### config.mk
export PLATFORM = sky130hd
export DESIGN_NAME = hazard_stall_unit
export DESIGN_NICKNAME = d
export VERILOG_FILES = /design/src/rtl/hazard_stall_unit_pkg.sv /design/src/rtl/hazard_stall_unit_sat.sv /design/src/rtl/hazard_stall_unit.sv
export SDC_FILE = /design/constraint.sdc
export NUM_CORES = 1
export LEC_CHECK = 0
export CAP_MARGIN = 15
export CORE_ASPECT_RATIO = 1.1
export CORE_UTILIZATION = 45
export DETAILED_ROUTE_END_ITERATION = 10
export HOLD_SLACK_MARGIN = 0.02
export PLACE_DENSITY = 0.82
export SYNTH_ARGS = -nofsm -noshare
export SYNTH_HDL_FRONTEND = slang
export SYNTH_SLANG_ARGS = --single-unit
### constraint.sdc
create_clock -name clk -period 5.7 [get_ports clk]
set_input_delay 0.57 -clock clk [delete_from_list [all_inputs] [get_ports clk]]
set_output_delay 0.57 -clock clk [all_outputs]
set_load 0.02 [all_outputs]
### src/rtl/hazard_stall_unit_pkg.sv
// Shared definitions for the pipeline hazard/stall controller: state encoding,
// register constants and the bundle of stage enables/flushes.
package hazard_stall_unit_pkg;

    localparam logic [1:0] ST_RUN      = 2'd0;
    localparam logic [1:0] ST_LU_STALL = 2'd1;
    localparam logic [1:0] ST_MEM_WAIT = 2'd2;

    localparam logic [4:0] REG_X0 = 5'd0;

    typedef struct packed {
        logic pc_write;
        logic if_id_write;
        logic id_ex_write;
        logic ex_mem_write;
        logic mem_wb_write;
        logic if_id_flush;
        logic id_ex_flush;
    } stage_ctrl_t;

    localparam stage_ctrl_t CTRL_RUN      = stage_ctrl_t'(7'b1111100);
    localparam stage_ctrl_t CTRL_HOLD_ALL = stage_ctrl_t'(7'b0000000);
    // Front end frozen, a bubble slides into EX while older stages drain.
    localparam stage_ctrl_t CTRL_LU_STALL = stage_ctrl_t'(7'b0011101);
    localparam stage_ctrl_t CTRL_FLUSH    = stage_ctrl_t'(7'b1111111);

endpackage

### src/rtl/hazard_stall_unit_sat.sv
// Saturating up-counter: increments on inc, sticks at all-ones instead of wrapping.
module sat_counter #(
    parameter int W = 16
) (
    input  logic         clk,
    input  logic         rst_n,
    input  logic         inc,
    output logic [W-1:0] q
);

    always_ff @(posedge clk or negedge rst_n) begin
        if (!rst_n) begin
            q <= '0;
        end else if (inc && (q != '1)) begin
            q <= q + 1'b1;
        end
    end

endmodule

### src/rtl/hazard_stall_unit.sv
// Hazard/stall controller for the 5-stage RV32I pipeline: load-use bubbles,
// taken-branch flushes and data-memory wait states, plus stall/flush counters.
module hazard_stall_unit
    import hazard_stall_unit_pkg::*;
#(
    parameter int LOAD_STALL_CYCLES = 1,
    parameter int CNT_W             = 16
) (
    input  logic             clk,
    input  logic             rst_n,
    input  logic [4:0]       IF_ID_RS1,
    input  logic [4:0]       IF_ID_RS2,
    input  logic             IF_ID_UseRS1,
    input  logic             IF_ID_UseRS2,
    input  logic [4:0]       ID_EX_Rd,
    input  logic             ID_EX_MemRead,
    input  logic             EX_BranchTaken,
    input  logic             EX_MEM_MemAccess,
    input  logic             dmem_ready,
    output logic             pc_write,
    output logic             if_id_write,
    output logic             id_ex_write,
    output logic             ex_mem_write,
    output logic             mem_wb_write,
    output logic             if_id_flush,
    output logic             id_ex_flush,
    output logic [CNT_W-1:0] stall_count,
    output logic [CNT_W-1:0] flush_count
);

    localparam logic [2:0] LU_RELOAD = 3'(LOAD_STALL_CYCLES - 1);
    localparam bit         LU_MULTI  = (LOAD_STALL_CYCLES > 1);

    logic [1:0]  state;
    logic [1:0]  state_nxt;
    logic [2:0]  lu_cnt;
    logic [2:0]  lu_cnt_nxt;
    logic        load_use;
    logic        mem_wait;
    logic        in_lu_stall;
    logic        stall_inc;
    logic        flush_inc;
    stage_ctrl_t ctrl;

    assign load_use = ID_EX_MemRead && (ID_EX_Rd != REG_X0) &&
                      ((IF_ID_UseRS1 && (ID_EX_Rd == IF_ID_RS1)) ||
                       (IF_ID_UseRS2 && (ID_EX_Rd == IF_ID_RS2)));

    assign mem_wait = EX_MEM_MemAccess && !dmem_ready;

    // Leaving MEM_WAIT resumes an interrupted load-use stall if bubbles remain.
    assign in_lu_stall = (state == ST_LU_STALL) ||
                         ((state == ST_MEM_WAIT) && (lu_cnt != 3'd0));

    always_comb begin
        ctrl       = CTRL_RUN;
        state_nxt  = ST_RUN;
        lu_cnt_nxt = lu_cnt;
        stall_inc  = 1'b0;
        flush_inc  = 1'b0;
        if (mem_wait) begin
            ctrl      = CTRL_HOLD_ALL;
            state_nxt = ST_MEM_WAIT;
            stall_inc = 1'b1;
        end else if (EX_BranchTaken) begin
            ctrl       = CTRL_FLUSH;
            flush_inc  = 1'b1;
            lu_cnt_nxt = 3'd0;
        end else if (in_lu_stall) begin
            ctrl       = CTRL_LU_STALL;
            stall_inc  = 1'b1;
            lu_cnt_nxt = lu_cnt - 3'd1;
            state_nxt  = (lu_cnt == 3'd1) ? ST_RUN : ST_LU_STALL;
        end else if (load_use) begin
            ctrl      = CTRL_LU_STALL;
            stall_inc = 1'b1;
            if (LU_MULTI) begin
                lu_cnt_nxt = LU_RELOAD;
                state_nxt  = ST_LU_STALL;
            end
        end
    end

    always_ff @(posedge clk or negedge rst_n) begin
        if (!rst_n) begin
            state  <= ST_RUN;
            lu_cnt <= 3'd0;
        end else begin
            state  <= state_nxt;
            lu_cnt <= lu_cnt_nxt;
        end
    end

    // Reset overrides everything combinationally: freeze all stages, flush the front.
    assign pc_write     = rst_n && ctrl.pc_write;
    assign if_id_write  = rst_n && ctrl.if_id_write;
    assign id_ex_write  = rst_n && ctrl.id_ex_write;
    assign ex_mem_write = rst_n && ctrl.ex_mem_write;
    assign mem_wb_write = rst_n && ctrl.mem_wb_write;
    assign if_id_flush  = !rst_n || ctrl.if_id_flush;
    assign id_ex_flush  = !rst_n || ctrl.id_ex_flush;

    sat_counter #(.W(CNT_W)) u_stall_cnt (
        .clk   (clk),
        .rst_n (rst_n),
        .inc   (stall_inc),
        .q     (stall_count)
    );

    sat_counter #(.W(CNT_W)) u_flush_cnt (
        .clk   (clk),
        .rst_n (rst_n),
        .inc   (flush_inc),
        .q     (flush_count)
    );

endmodule
==> metrics, run 1 <==
Worst R2R Start lu_cnt[0]; Clock transition at path regs around 0.070 ns; largest net degree at the start of global routing between 40 and 50; antenna violations before repair 0; Seq pwr share roughly two fifths; htree depth 2; Layout Utilization between 60% and 70%; crit share post-route between 60% and 70%; min setup slack post-route 2.07 ns; Largest stage delay, worst path around 0.61 ns; Worst Reg2Reg Path Length in Cells 8; internal power just over 0.0006 W; Clock Skew around 0.0074 ns; Req. time, crit path between 5 and 6 ns; global-route wire length before repair 7.51 mm; critical path depth 7; RR Endpoint u_stall_cnt.q[1]; Synth Register Bits 37; max_cap viols 0; sequential area share after synthesis between 40% and 50%; clk buf depth 2; Worst Setup SP ID_EX_Rd[4]; Comb power frac 29.8%; height of the chip 71.4 µm; RSZ-0062 raised after global routing false; drt initial violations approximately 240; GRT Total Usage a little over a fifth; Worst Path Arrival between 3 and 4 ns; Clk pwr share roughly 29%; vias per cell 5.34; worst setup path endpoint if_id_write; clock latency on the worst-skew pair approximately 0.28 ns; synth warn 0; # Post-CTS Setup Buffers 0; placed cell area 2600 µm²; die width about 65 µm; vias in the first global route around 1.7k; DRC viols 0; Crit. End Element output port; Syn-to-layout area delta 38.5%; kind of critical path input pin to output port; starting density of the core between 40% and 50%; Top delay family on crit path buffers and inverters; most common flop cell mapped by yosys dfrtp_1; Post-synth EDFFs 0; WL per Instance roughly 14 µm; Crit Path Max Fanout 17; total core area 4080 µm²; top cells by count, synth dfrtp_1, xnor2_1, nand2_1, nand3_1, nand4_1; total routed wirelength 4.32 mm; ranking of synthesized cells by area dfrtp_1, xnor2_1, xor2_1; IO Count 62; setup TNS 0 ns; count leader, synth dfrtp_1; Tightest Hold Check Type input pin to asynchronous set/reset pin; Cell variety after synth 32; ANT cells 0; post-route cell area between 2000 and 3000 µm²; PortBufs just over 60; VDD IR-drop max between 0.0002 and 0.0003 V; CTS root buffer clkbuf_8; Routed Antenna Nets 0; final hold vios 0; Post-Place Worst Slack 2.11 ns; CP Launch Type input pin; Die ar. around 4600 µm²; Async S/R FF share, synth 100%; vias post-DR between 1.5k and 2k; Critical-path top delay cell o31ai_4; RePlAce Congestion 0.862; total CTS buffers 5; TritonCTS clock tree yes; post-synth top area share a little under half; Rel. slew slack between 40% and 50%; Synth Net Count between 200 and 250; cell breakdown of the critical path clkdlybuf4s50_1 -> xor2_1 -> nor4_1 -> a32oi_1 -> o31ai_4 -> nor2_1 -> clkdlybuf4s50_1; fin crit period 3.63 ns; status completed; total grt overflow 0; CP bufs+invs 2; number of placement rows 24; Fill cells 351; Final Net Count about 290; Switching Share between 30% and 40%; R2R setup slack roughly 3.4 ns; pwr dens 329 nW/µm²; Post-Syn Instances slightly below 200; count of final max-slew check failures 0; Sw Pwr ~0.00028 W; syn avg cell area 9.90 µm²; worst slew pin tran roughly 0.84 ns; layout cell share with drive strength beyond 1 around 5.4%; HPWL Detailed about 3.2 mm; cell mode on critical path clkdlybuf4s50_1; leakage 1.13 nW; Mapped Area 1970 µm²; Setup violations, final 0; area leader, netlist dfrtp_1; post-cts gate resize count 0; Sinks on Clock Net 37; drt pass-1 iters 6; hold buffers post-CTS 0; f_max 0.276 GHz
## layer usage
layer | global-route usage [%] | part of all wire, % | wire length [µm] | up-vias
li1 | - | - | - | 810
met1 | 25.3 | 43 | 1870 | 795
met2 | 35.9 | 49 | 2130 | 62
met3 | 7.17 | 6.5 | 281 | 5
met4 | 4.83 | 0.79 | 34 | 0
met5 | 0 | 0 | 0 | -
## worst register-to-register path, delay by kind of cell, from the launching register on
| kind | cells | cell delay (ns) |
|---|---|---|
| AOI/OAI and AO/OA | 3 | 0.90 |
| adders and majority gates | 1 | 0.20 |
| buffers and inverters | 1 | 0.07 |
| DFF | 1 | 0.39 |
| muxes | 1 | 0.35 |
| and+or+nand+nor | 2 | 0.32 |
## layout make-up
type                    instances  area (µm²)  area share [%]
multi-input cells             146         966            35.4
inverters                       9        33.8            1.24
repair buffers                 61         606            22.2
clock inverters                 3        65.1            2.38
clock buffers                   5        68.8            2.52
well taps                      52        65.1            2.38
flip-flops and latches         37         926            33.9
## cell usage in the layout, fill, tap and decap left out, types with 2 or more instances in the layout
| cell type | count |
|---|---|
| ha_1 | 5 |
| nand3_1 | 16 |
| and3_1 | 5 |
| nand2b_1 | 3 |
| a31oi_1 | 3 |
| nand4_1 | 14 |
| nor3_1 | 3 |
| nor4_1 | 2 |
| o21ai_0 | 8 |
| bufinv_16 | 2 |
| clkdlybuf4s50_1 | 60 |
| or3_1 | 2 |
| xnor2_1 | 22 |
| dfrtp_1 | 37 |
| inv_1 | 9 |
| xor2_1 | 13 |
| nand2_1 | 18 |
| a21oi_1 | 4 |
| clkbuf_8 | 5 |
| nor2_1 | 12 |
| mux2_2 | 4 |
| nor2b_1 | 2 |
## power groups by stage
stage | registers (W) | clock network (W) | logic (W)
after floorplan | 0.000411 | 0 | 0.0000876
after global placement | 0.000368 | 0 | 0.000259
after detailed placement | 0.000370 | 0 | 0.000266
after CTS | 0.000366 | 0.000269 | 0.000268
after global routing | 0.000376 | 0.000282 | 0.000285
final | 0.000367 | 0.000264 | 0.000267
## registers in the layout (all words and copies together), names as in the netlist
| signal | cells |
|---|---|
| state | 2 |
| lu_cnt | 3 |
| u_stall_cnt.q | 16 |
| u_flush_cnt.q | 16 |
## cell families (layout without fill, tap and decap cells)
group,Yosys count,after routing,share of synthesized area [%]
AND/OR/NAND/NOR,80,80,20.4
flip-flops,37,37,47.0
XOR/XNOR,35,35,15.6
AO/OA/AOI/OAI,21,21,6.98
buffers and inverters,16,78,4.00
adder cells (fa/ha/maj),5,5,3.17
multiplexers,5,5,2.86
## worst min-delay path by stage
stage / startpoint / end / slack (ns) / depth (start not counted)
6_report: rst_n / u_stall_cnt.q[0] / 0.39 / 1
5_1_grt: rst_n / u_stall_cnt.q[1] / 0.45 / 1
4_1_cts: rst_n / u_stall_cnt.q[6] / 0.40 / 1
3_5_place_dp: lu_cnt[1] / lu_cnt[1] / 0.48 / 2
3_3_place_gp: lu_cnt[1] / lu_cnt[1] / 0.47 / 2
2_1_floorplan: rst_n / lu_cnt[0] / 0.27 / 0
## through the flow
stage | instances | hold slack, ns | total power (W)
2_1_floorplan | 199 | 0.274 | 0.000499
3_3_place_gp | 305 | 0.470 | 0.000628
3_5_place_dp | 305 | 0.484 | 0.000636
4_1_cts | 313 | 0.403 | 0.000903
5_1_grt | 313 | 0.445 | 0.000944
6_report | 313 | 0.385 | 0.000898
Power figures use the tool's default switching activity.
==> run 2: changes to the inputs <==
==> constraint.sdc (replaced) <==
create_clock -name clk -period 3.6 [get_ports clk]
set_input_delay 0.36 -clock clk [delete_from_list [all_inputs] [get_ports clk]]
set_output_delay 0.36 -clock clk [all_outputs]
set_load 0.02 [all_outputs]
==> metrics, run 2 (synthesis gave the netlist of run 1 again) <==
# Post-CTS Setup Buffers 0; RR Endpoint u_stall_cnt.q[10]; RSZ-0062 raised after global routing false; fin crit period roughly 3.0 ns; Clock Skew 0.00545 ns; vias in the first global route 1683; IO Count 62; hold buffers post-CTS 0; Sinks on Clock Net 37; Worst Setup SP ID_EX_Rd[2]; f_max between 0.3 and 0.4 GHz; worst slew pin tran between 0.5 and 0.6 ns; cell breakdown of the critical path clkdlybuf4s50_1 -> or4_1 -> o21ai_1 -> nor2_1 -> o21ai_0 -> nand3_1 -> clkdlybuf4s50_1; count of final max-slew check failures 0; post-cts gate resize count 0; total grt overflow 0; RePlAce Congestion a little under 0.8; htree depth 2; most frequent cells in the layout clkdlybuf4s50_1, dfrtp_1, xnor2_1, nand2_1, nand3_1; number of placement rows 24; worst setup path endpoint id_ex_flush; antenna violations before repair 0; Worst R2R Start lu_cnt[0]; clk buf depth 2; WL per Instance about 13 µm; vias post-DR 1650; CTS root buffer clkbuf_8; height of the chip between 70 and 80 µm; setup TNS 0 ns; final hold vios 0; pwr dens between 400 and 500 nW/µm²; max_cap viols 0; layout cell share with drive strength beyond 1 between 5 and 6%; total routed wirelength 4.15 mm; Die ar. 4650 µm²; Tightest Hold Check Type input pin to asynchronous set/reset pin; total power between 0.001 and 0.0015 W; biggest regs u_flush_cnt.q: 16 flops, u_stall_cnt.q: 16 flops, lu_cnt: 3 flops; DRC viols 0; Top delay family on crit path buffers and inverters; ANT cells 0; die width approximately 65 µm; Req. time, crit path ~3.2 ns; total core area approximately 4000 µm²; Final Net Count between 200 and 300; global-route wire length before repair about 7.4 mm; drt initial violations slightly below 80; critical path depth 7; largest net degree at the start of global routing 40; kind of critical path input pin to output port; Clock transition at path regs 0.07 ns; CP Launch Type input pin; Rel. slew slack between 50% and 60%; Routed Antenna Nets 0; Worst Path Arrival ~2.6 ns; vias per cell 5.25; drt pass-1 iters 4; Largest stage delay, worst path roughly 0.57 ns; Crit Path Max Fanout 3; Worst Reg2Reg Path Length in Cells 9; starting density of the core between 40% and 50%; leakage approximately 1.1 nW; commonest non-fill, non-tap cell in the layout clkdlybuf4s50_1; Syn-to-layout area delta 36.9%; R2R setup slack 1.22 ns; HPWL Detailed around 3.2 mm; TritonCTS clock tree yes; Crit. End Element output port; Critical-path top delay cell clkdlybuf4s50_1; clock latency on the worst-skew pair 0.29 ns; cell mode on critical path clkdlybuf4s50_1; status completed; CP bufs+invs 2; VDD IR-drop max 0.000328 V; Setup violations, final 0; crit share post-route slightly above 80%; GRT Total Usage about a fifth; PortBufs about 60; total CTS buffers 5
-- run 2: area by class of cell --
cell class	instances	area, µm²
multi-input cells	146	966
inverters	9	33.8
fillers	351	1390
flip-flops and latches	37	926
well taps	52	65.1
clock buffers	7	86.3
repair buffers	63	621
-- run 2: layer usage --
metal / up-vias / GRT usage, % / part of all wire (%)
li1: 815 / - / -
met2: 45 / 35.0 / 48
met4: 0 / 9.18 / 1.8
met3: 7 / 7.32 / 6.1
met1: 783 / 24.2 / 44
met5: - / 0 / 0
-- run 2: how the worst min path moves through the flow --
stage,from,end,slack [ns],cells past startpoint
after global routing,rst_n,u_stall_cnt.q[2],0.16,2
after CTS,rst_n,u_stall_cnt.q[9],0.14,2
after floorplan,rst_n,lu_cnt[0],0.06,0
final,rst_n,u_stall_cnt.q[3],0.12,2
after detailed placement,rst_n,u_stall_cnt.q[3],0.45,2
after global placement,rst_n,u_stall_cnt.q[3],0.45,2
-- run 2: per-stage QoR --
step                      cell area, µm²  cells  util, %  hold slack, ns  setup WS (ns)
final                               2700    314     66.1           0.123          0.640
after CTS                           2700    314     66.1           0.135          0.642
after floorplan                     1970    199        -          0.0644           1.27
after global placement              2610    307     63.9           0.446          0.687
after detailed placement            2610    307     63.9           0.448          0.667
after global routing                2700    314     66.1           0.157          0.470
-- run 2: power by group --
group / internal (W) / switching (W) / total, W
clock: 0.000152 / 0.000132 / 0.000283
combinational: 0.000218 / 0.000195 / 0.000414
sequential: 0.000485 / 0.0000990 / 0.000584
-- run 2: worst reg2reg max path: stages (launching register included) --
cell and delay (ns):
dfrtp_1 0.38, inv_1 0.07, ha_1 0.19, nor2b_1 0.12, o21ai_0 0.50, a21oi_1 0.22, o31ai_4 0.11, buf_4 0.24
nand4_1 0.15, mux2_2 0.29
==> run 3: changes to the inputs <==
==> constraint.sdc (replaced) <==
create_clock -name clk -period 2.8 [get_ports clk]
set_input_delay 0.28 -clock clk [delete_from_list [all_inputs] [get_ports clk]]
set_output_delay 0.28 -clock clk [all_outputs]
set_load 0.02 [all_outputs]
==> metrics, run 3 (synthesis gave the netlist of run 1 again) <==
DRC viols 0; Syn-to-layout area delta 38.2%; vias per cell approximately 5.3; TritonCTS clock tree yes; ANT cells 0; drt pass-1 iters 4; GRT Total Usage a little over 20%; largest net degree at the start of global routing 28; vias post-DR between 1.5k and 2k; RePlAce Congestion between 0.8 and 0.9; Clock Skew just over 0.007 ns; CP Launch Type input pin; cell breakdown of the critical path clkdlybuf4s50_1 -> or4_1 -> o21ai_2 -> o31ai_4 -> nor2_1 -> clkdlybuf4s50_1; leakage 1.15 nW; placed cell area approximately 2600 µm²; Top delay family on crit path buffers and inverters; worst slew pin tran between 0.5 and 0.6 ns; Die ar. about 4600 µm²; number of placement rows 24; htree depth 2; HPWL Detailed 3.31 mm; Req. time, crit path approximately 2.5 ns; Crit Path Max Fanout 3; WL per Instance 13.5 µm; kind of critical path input pin to output port; Worst Setup SP ID_EX_Rd[2]; vias in the first global route 1701; f_max around 0.37 GHz; die width approximately 65 µm; total CTS buffers 5; global-route wire length before repair about 7.5 mm; pwr dens 593 nW/µm²; min setup slack post-route roughly 0.10 ns; fin crit period between 2 and 3 ns; Routed Antenna Nets 0; total grt overflow 0; VDD IR-drop max about 0.0006 V; total core area approximately 4100 µm²; Clock transition at path regs around 0.07 ns; biggest regs u_flush_cnt.q: 16 flops, u_stall_cnt.q: 16 flops, lu_cnt: 3 flops; Critical-path top delay cell clkdlybuf4s50_1; total power approximately 0.0016 W; height of the chip 71.4 µm; commonest non-fill, non-tap cell in the layout clkdlybuf4s50_1; post-route cell area about 2700 µm²; count of final max-slew check failures 0; CP bufs+invs 2; # Post-CTS Setup Buffers 0; Worst Path Arrival roughly 2.4 ns; final hold vios 0; drt initial violations 150; setup TNS 0 ns; Rel. slew slack about 65%; CTS root buffer clkbuf_8; Final Net Count around 300; clock latency on the worst-skew pair ~0.28 ns; IO Count 62; antenna violations before repair 0; Largest stage delay, worst path approximately 0.64 ns; layout cell share with drive strength beyond 1 6.82%; clk buf depth 2; RSZ-0062 raised after global routing false; PortBufs 61; cell mode on critical path clkdlybuf4s50_1; starting density of the core 48.3%; Post-Place Worst Slack between 0.04 and 0.05 ns; Tightest Hold Check Type input pin to asynchronous set/reset pin; Fill cells 346; Crit. End Element output port; Worst R2R Start lu_cnt[0]; Setup violations, final 0; total routed wirelength about 4.3 mm; status completed; Sinks on Clock Net 37; max_cap viols 0; crit share post-route 96.3%; most frequent cells in the layout clkdlybuf4s50_1, dfrtp_1, xnor2_1, nand2_1, nand3_1
-- run 3: worst paths after layout --
path | end | slack, ns | depth (start not counted)
worst min-delay path | lu_cnt[2] | 0.44 | 2
min in group clk | lu_cnt[1] | 0.48 | 2
worst max register to register | u_stall_cnt.q[10] | 0.63 | 9
max in group asynchronous | u_stall_cnt.q[14] | 1.72 | 3
worst max-delay path | if_id_write | 0.10 | 6
worst min register to register | lu_cnt[1] | 0.48 | 2
-- run 3: cell type report --
| cell class | count | area (µm²) | share of cell area (%) |
|---|---|---|---|
| multi-input cells | 146 | 973 | 35.8 |
| well taps | 52 | 65.1 | 2.39 |
| repair buffers | 66 | 651 | 23.9 |
| clock inverters | 1 | 5.00 | 0.184 |
| flip-flops and latches | 37 | 926 | 34.0 |
| inverters | 9 | 33.8 | 1.24 |
| clock buffers | 5 | 68.8 | 2.53 |
-- run 3: timing repair --
| item | CTS | global route |
|---|---|---|
| pin swaps | 1 | 0 |
| resized for setup | 1 | 4 |
| endpoints found under the hold margin | 10 | 0 |
| endpoints found under the setup margin | 2 | 3 |
| hold buffers | 1 | 0 |
-- run 3: report_power, final --
| part | internal (W) | switching [W] |
|---|---|---|
| logic | 0.000285 | 0.000255 |
| clock network | 0.000163 | 0.000165 |
| registers | 0.000623 | 0.000124 |
| total | 0.00107 | 0.000544 |
-- run 3: layer usage --
metal / vias to the layer above / share of wire [%] / global-route usage, %
li1: 816 / - / -
met1: 807 / 43 / 25.2
met2: 45 / 52 / 37.0
met3: 2 / 4.9 / 3.82
met4: 0 / 0.30 / 5.07
met5: - / 0 / 0
-- run 3: through the flow --
| step | utilization (%) | std cells | hold WS [ns] |
|---|---|---|---|
| after floorplan | - | 199 | -0.0156 |
| after global placement | 64.3 | 309 | 0.185 |
| after detailed placement | 64.3 | 309 | 0.183 |
| after CTS | 66.5 | 316 | 0.436 |
| after global routing | 66.7 | 316 | 0.475 |
| final | 66.7 | 316 | 0.440 |
